===== config.mk =====
export PLATFORM = sky130hd
export DESIGN_NAME = l2_mem_req_queue
export DESIGN_NICKNAME = d
export VERILOG_FILES = /design/src/rtl/l2_mem_pkg.sv /design/src/rtl/l2_mem_req_queue.sv
export SDC_FILE = /design/constraint.sdc
export NUM_CORES = 2
export LEC_CHECK = 0
export ABC_AREA = 1
export CAP_MARGIN = 20
export CORE_MARGIN = 5
export CORE_UTILIZATION = 31
export CTS_BUF_LIST = sky130_fd_sc_hd__clkbuf_8 sky130_fd_sc_hd__clkbuf_16
export DETAILED_ROUTE_END_ITERATION = 8
export DONT_BUFFER_PORTS = 1
export PLACE_DENSITY_LB_ADDON = 0.25
export RECOVER_POWER = 50
export SETUP_SLACK_MARGIN = 0.5
export SLEW_MARGIN = 25
export SYNTH_ARGS = -nofsm -noshare
export SYNTH_HDL_FRONTEND = slang
export SYNTH_SLANG_ARGS = --single-unit

===== constraint.sdc =====
create_clock -name clk -period 33.9 [get_ports clk]
set_clock_uncertainty 0.15 [all_clocks]
set_input_delay 3.39 -clock clk [delete_from_list [all_inputs] [get_ports clk]]
set_output_delay 3.39 -clock clk [all_outputs]
set_load 0.05 [all_outputs]

===== src/rtl/l2_mem_pkg.sv =====
// Shared types for the L2 line backing memory: line word, queue entry, address helper.
package l2_mem_pkg;

   localparam int LINE_SIZE_DEF = 64;
   localparam int AGE_W         = 8;

   typedef logic [LINE_SIZE_DEF*8-1:0] line_t;

   typedef struct packed {
      logic             we;
      logic             err;
      line_t            data;
      logic [AGE_W-1:0] age;
   } mem_entry_t;

   function automatic logic [63:0] line_index(input logic [63:0] addr, input int off_bits);
      return addr >> off_bits;
   endfunction

endpackage


===== src/rtl/l2_mem_req_queue.sv =====
// In-order response FIFO; each slot carries an age counter saturating at LATENCY.
module l2_mem_req_queue
   import l2_mem_pkg::*;
#(
   parameter int DEPTH   = 4,
   parameter int LATENCY = 3
) (
   input  logic       clk,
   input  logic       rst_n,
   input  logic       push,
   input  mem_entry_t push_entry,
   input  logic       pop,
   output logic       full,
   output logic       empty,
   output logic       head_ready,
   output logic       nxt_ready,
   output logic       nxt_we,
   output logic       nxt_err,
   output line_t      nxt_data
);

   localparam int PW = (DEPTH > 1) ? $clog2(DEPTH) : 1;
   localparam int CW = $clog2(DEPTH + 1);
   localparam logic [AGE_W-1:0] LAT = AGE_W'(LATENCY);

   mem_entry_t       slots [DEPTH];
   logic [PW-1:0]    rd_ptr, wr_ptr, nh;
   logic [CW-1:0]    cnt, remain;
   mem_entry_t       nxt_head;

   function automatic logic [PW-1:0] inc(input logic [PW-1:0] p);
      return (p == PW'(DEPTH - 1)) ? '0 : p + 1'b1;
   endfunction

   function automatic logic [AGE_W-1:0] sat_inc(input logic [AGE_W-1:0] a);
      return (a >= LAT) ? LAT : a + 1'b1;
   endfunction

   assign full       = (cnt == CW'(DEPTH));
   assign empty      = (cnt == '0);
   assign head_ready = !empty && (slots[rd_ptr].age == LAT);

   // Head as it will look after this edge; the top registers it so outputs stay flopped.
   assign nh     = pop ? inc(rd_ptr) : rd_ptr;
   assign remain = cnt - CW'(pop);

   always_comb begin
      nxt_head  = '0;
      nxt_ready = 1'b0;
      if (remain != '0) begin
         nxt_head     = slots[nh];
         nxt_head.age = sat_inc(slots[nh].age);
         nxt_ready    = (nxt_head.age == LAT);
      end
   end

   assign nxt_we   = nxt_head.we;
   assign nxt_err  = nxt_head.err;
   assign nxt_data = nxt_head.data;

   always_ff @(posedge clk) begin
      if (!rst_n) begin
         rd_ptr <= '0;
         wr_ptr <= '0;
         cnt    <= '0;
         for (int i = 0; i < DEPTH; i++) slots[i].age <= '0;
      end else begin
         for (int i = 0; i < DEPTH; i++) slots[i].age <= sat_inc(slots[i].age);
         if (push) begin
            slots[wr_ptr]     <= push_entry;
            slots[wr_ptr].age <= '0;
            wr_ptr            <= inc(wr_ptr);
         end
         if (pop) rd_ptr <= inc(rd_ptr);
         cnt <= cnt + CW'(push) - CW'(pop);
      end
   end

   a_no_pop_empty:  assert property (@(posedge clk) disable iff (!rst_n) pop |-> !empty);
   a_no_push_full:  assert property (@(posedge clk) disable iff (!rst_n) push |-> !full);
   a_params:        assert property (@(posedge clk)
                       (LATENCY >= 1) && (LATENCY < 2**AGE_W) && (DEPTH >= 1) &&
                       ((DEPTH & (DEPTH - 1)) == 0));

endmodule


==> out/results.tsv <==
stage	metric	value	unit
setup_path	Setup Crit Path Kind	in2out	
setup_path	RR Startpoint	wr_ptr[1]$_SDFFE_PN0P_	
clocking	Post-CTS Repair Setup Buffers	0	
clocking	CTS tree	yes	
clocking	CTS root buffer	clkbuf_16	
global_route	GRT Overall Usage	15.76	%
run_status	failing checks	max-capacitance violations, max-slew violations	
synthesis	Avg Inst Size Synth	14.19	sq um
clocking	post-CTS sizing	0	
clocking	CTS buffer count	227	
timing	FMAX	73.30	MHz
synthesis	ys async rst share	0	%
pwr	leakage	31.71	nW
timing	final worst slack	20260	ps
synthesis	synth warn	0	
setup_path	critical path arrival	10100	ps
timing	Slew Viols, Final	480	
route	Routed WL per cell	23.67	um
setup_path	reg2reg setup slack	23110	ps
global_route	vias in the first global route	44710	
run_status	status	finished with violations	
timing	RSZ-0062 raised after global routing	no	
floorplanning	io pins	1044	
route	drt pass-1 iters	8	
run	total of max-cap violations	7	
setup_path	CP max FO	134	
floorplanning	initial core utilization	31.05	%
global_route	grt total ovfl	0	
floorplanning	DIE WIDTH	521.9	um
setup_path	Crit. End Element	output port	
route	met2 wire len	108100	um
clocking	Skew-Pair Late Insertion Delay	860	ps
cells_and_area	layout cells sized above 1	13.28	%
floorplanning	Core Footprint	261600	sq um
cells_and_area	P&R area growth vs syn	15.74	%
timing	relative slew slack	-490.1	%
clocking	CTS sink cnt	2095	
route	DRC	0	
hold_path	min-delay src	slots[1][0]$_DFF_P_	
placed_design	pre-CTS setup slack	20600	ps
timing	Fin Hold WS	348.8	ps
hold_path	hold crit path type	reg2reg	
setup_path	reg2reg end	slots[1][47]$_DFFE_PP_	
synthesis	Seq/Total Area, Yosys	76.98	%
setup_path	Required @ worst endpoint	30360	ps
timing	Period Utilization, post-route	40.24	%
setup_path	r2r worst-path depth	8	
route	Via density	4.835	
setup_path	startpoint type of the worst setup path	primary input	
route	Routed Antenna Nets	0	
synthesis	Synth Cell Area	81220	sq um
cells_and_area	commonest non-fill, non-tap cells in the layout	edfxtp_1 (2,056), o21ai_0 (1,065), o21bai_1 (514), o21ai_1 (485), inv_1 (394)	
floorplanning	Die H	521.9	um
route	M1 WL	85070	um
cells_and_area	# nets final	6435	
timing	final hold violation count	0	
clocking	H-tree depth	4	
pwr	worst-case vdd ir drop	0.00005101	V
timing	final setup TNS	0	ps
synthesis	synth unique cells	31	
clocking	hold_buf cts	0	
cells_and_area	most common cell after layout, fill and taps aside	edfxtp_1	
synthesis	Mapped Cells	5722	
global_route	initial antenna violation count	6	
global_route	first-pass GRT wire length	321500	um
global_route	largest net degree at the start of global routing	182	
placed_design	routability cong.	0.8022	
route	WL met3	27010	um
route	Vias	46310	
pwr	Power Density	73.03	nW/um^2
floorplanning	die area	272300	sq um
placed_design	Final HPWL DP	137200	um
route	wirelength, routed	226700	um
pwr	Final Power	6.865	mW
hold_path	hold path endpoint	slots[1][0]$_DFF_P_	
floorplanning	Core Rows	188	
cells_and_area	post-route cell area	94000	sq um
clocking	clk slew on worst S/H paths	60	ps
timing	Finish-stage setup viols	0	
placed_design	port buffer count	0	
hold_path	Hold Crit Depth	1	
clocking	CTS max path bufs	4	
timing	Least-Margin Pin Slew	8852	ps
timing	minimum clock period	13640	ps
synthesis	Post-synth EDFFs	2056	
placed_design	area of placed instances	87110	sq um
route	1st-iter DRT viols	3273	
synthesis	Yosys reg bits	2095	
synthesis	Top FF cell, synth	edfxtp_1	
route	Max Used Layer	met4	
==> worst max-delay path: stages <==
cell        delay [ps]
nand2_1             70
o21ai_4             70
clkinvlp_2        3250
buf_12            1260
buf_4              560
buf_4              480
o21ai_0            190
o21bai_1           150
a21oi_1            350
==> synthesized netlist by cell type (2+ instances only) <==
cell type,number,area [sq um]
nor2_1,27,101.4
edfxtp_1,2056,61740
or2_2,3,18.77
nand2_2,2,12.51
ha_1,13,162.7
o21bai_1,514,3859
buf_1,16,60.06
o21ai_0,1065,5330
buf_2,150,750.7
a21oi_1,526,2633
o21ai_1,485,2427
dfxtp_1,39,780.8
nand2_1,20,75.07
inv_1,345,1295
nand4_1,4,25.02
buf_6,3,33.78
nand3_1,9,45.04
clkinv_1,200,750.7
nor3_1,6,30.03
clkbuf_1,190,713.2
buf_4,39,292.8
==> power by group <==
group          internal, mW  switching, mW  leakage [nW]
registers              2.92         0.0154          19.0
clock network          1.31          0.980          3.56
logic                 0.305           1.33          9.14
total                  4.53           2.33          31.7
==> state kept, by name, summed over array words and instances (netlist names) <==
register	flops
slots	2088
wr_ptr	2
rd_ptr	2
cnt	3
==> final cells by class <==
type | count | area [sq um]
diodes | 1 | 2.502
clock buffers | 229 | 5731
clock inverters | 167 | 1121
fillers | 24910 | 167600
inverters | 546 | 2051
multi-input cells | 2705 | 15620
flip-flops and latches | 2095 | 62520
well taps | 3515 | 4398
repair buffers | 320 | 2552
==> per-layer routing <==
layer | GRT usage, % | up-vias
met5 | 0 | -
met4 | 4.526 | 0
met3 | 8.121 | 308
met2 | 25.95 | 1433
met1 | 17.93 | 23000
li1 | - | 21560
==> metrics by stage <==
step	utilization, %	instances
3_3_place_gp	33.11	9181
2_1_floorplan	-	5745
3_5_place_dp	33.30	9181
6_report	35.94	9578
4_1_cts	35.92	9577
5_1_grt	35.94	9578
==> cell families (layout without fill, tap and decap cells) <==
logic type | Yosys count | count (layout) | share of synthesized area [%]
buf+inv | 945 | 1262 | 4.808
xor+xnor | 1 | 1 | 0.01079
fa+ha+maj | 14 | 14 | 0.2249
flops | 2095 | 2095 | 76.98
simple gates | 71 | 71 | 0.3790
other cells | 1 | 25 | 0.004617
compound gates | 2595 | 2595 | 17.59
==> worst max path at each step <==
| stage | startpoint | endpoint |
|---|---|---|
| 4_1_cts | pop | nxt_data[52] |
| 3_5_place_dp | pop | nxt_data[48] |
| 6_report | pop | nxt_data[22] |
| 3_3_place_gp | pop | nxt_data[42] |
| 5_1_grt | pop | nxt_data[22] |
| 2_1_floorplan | rst_n | slots[0][100]$_DFFE_PP_ |
(Power assumes the default switching activity.)
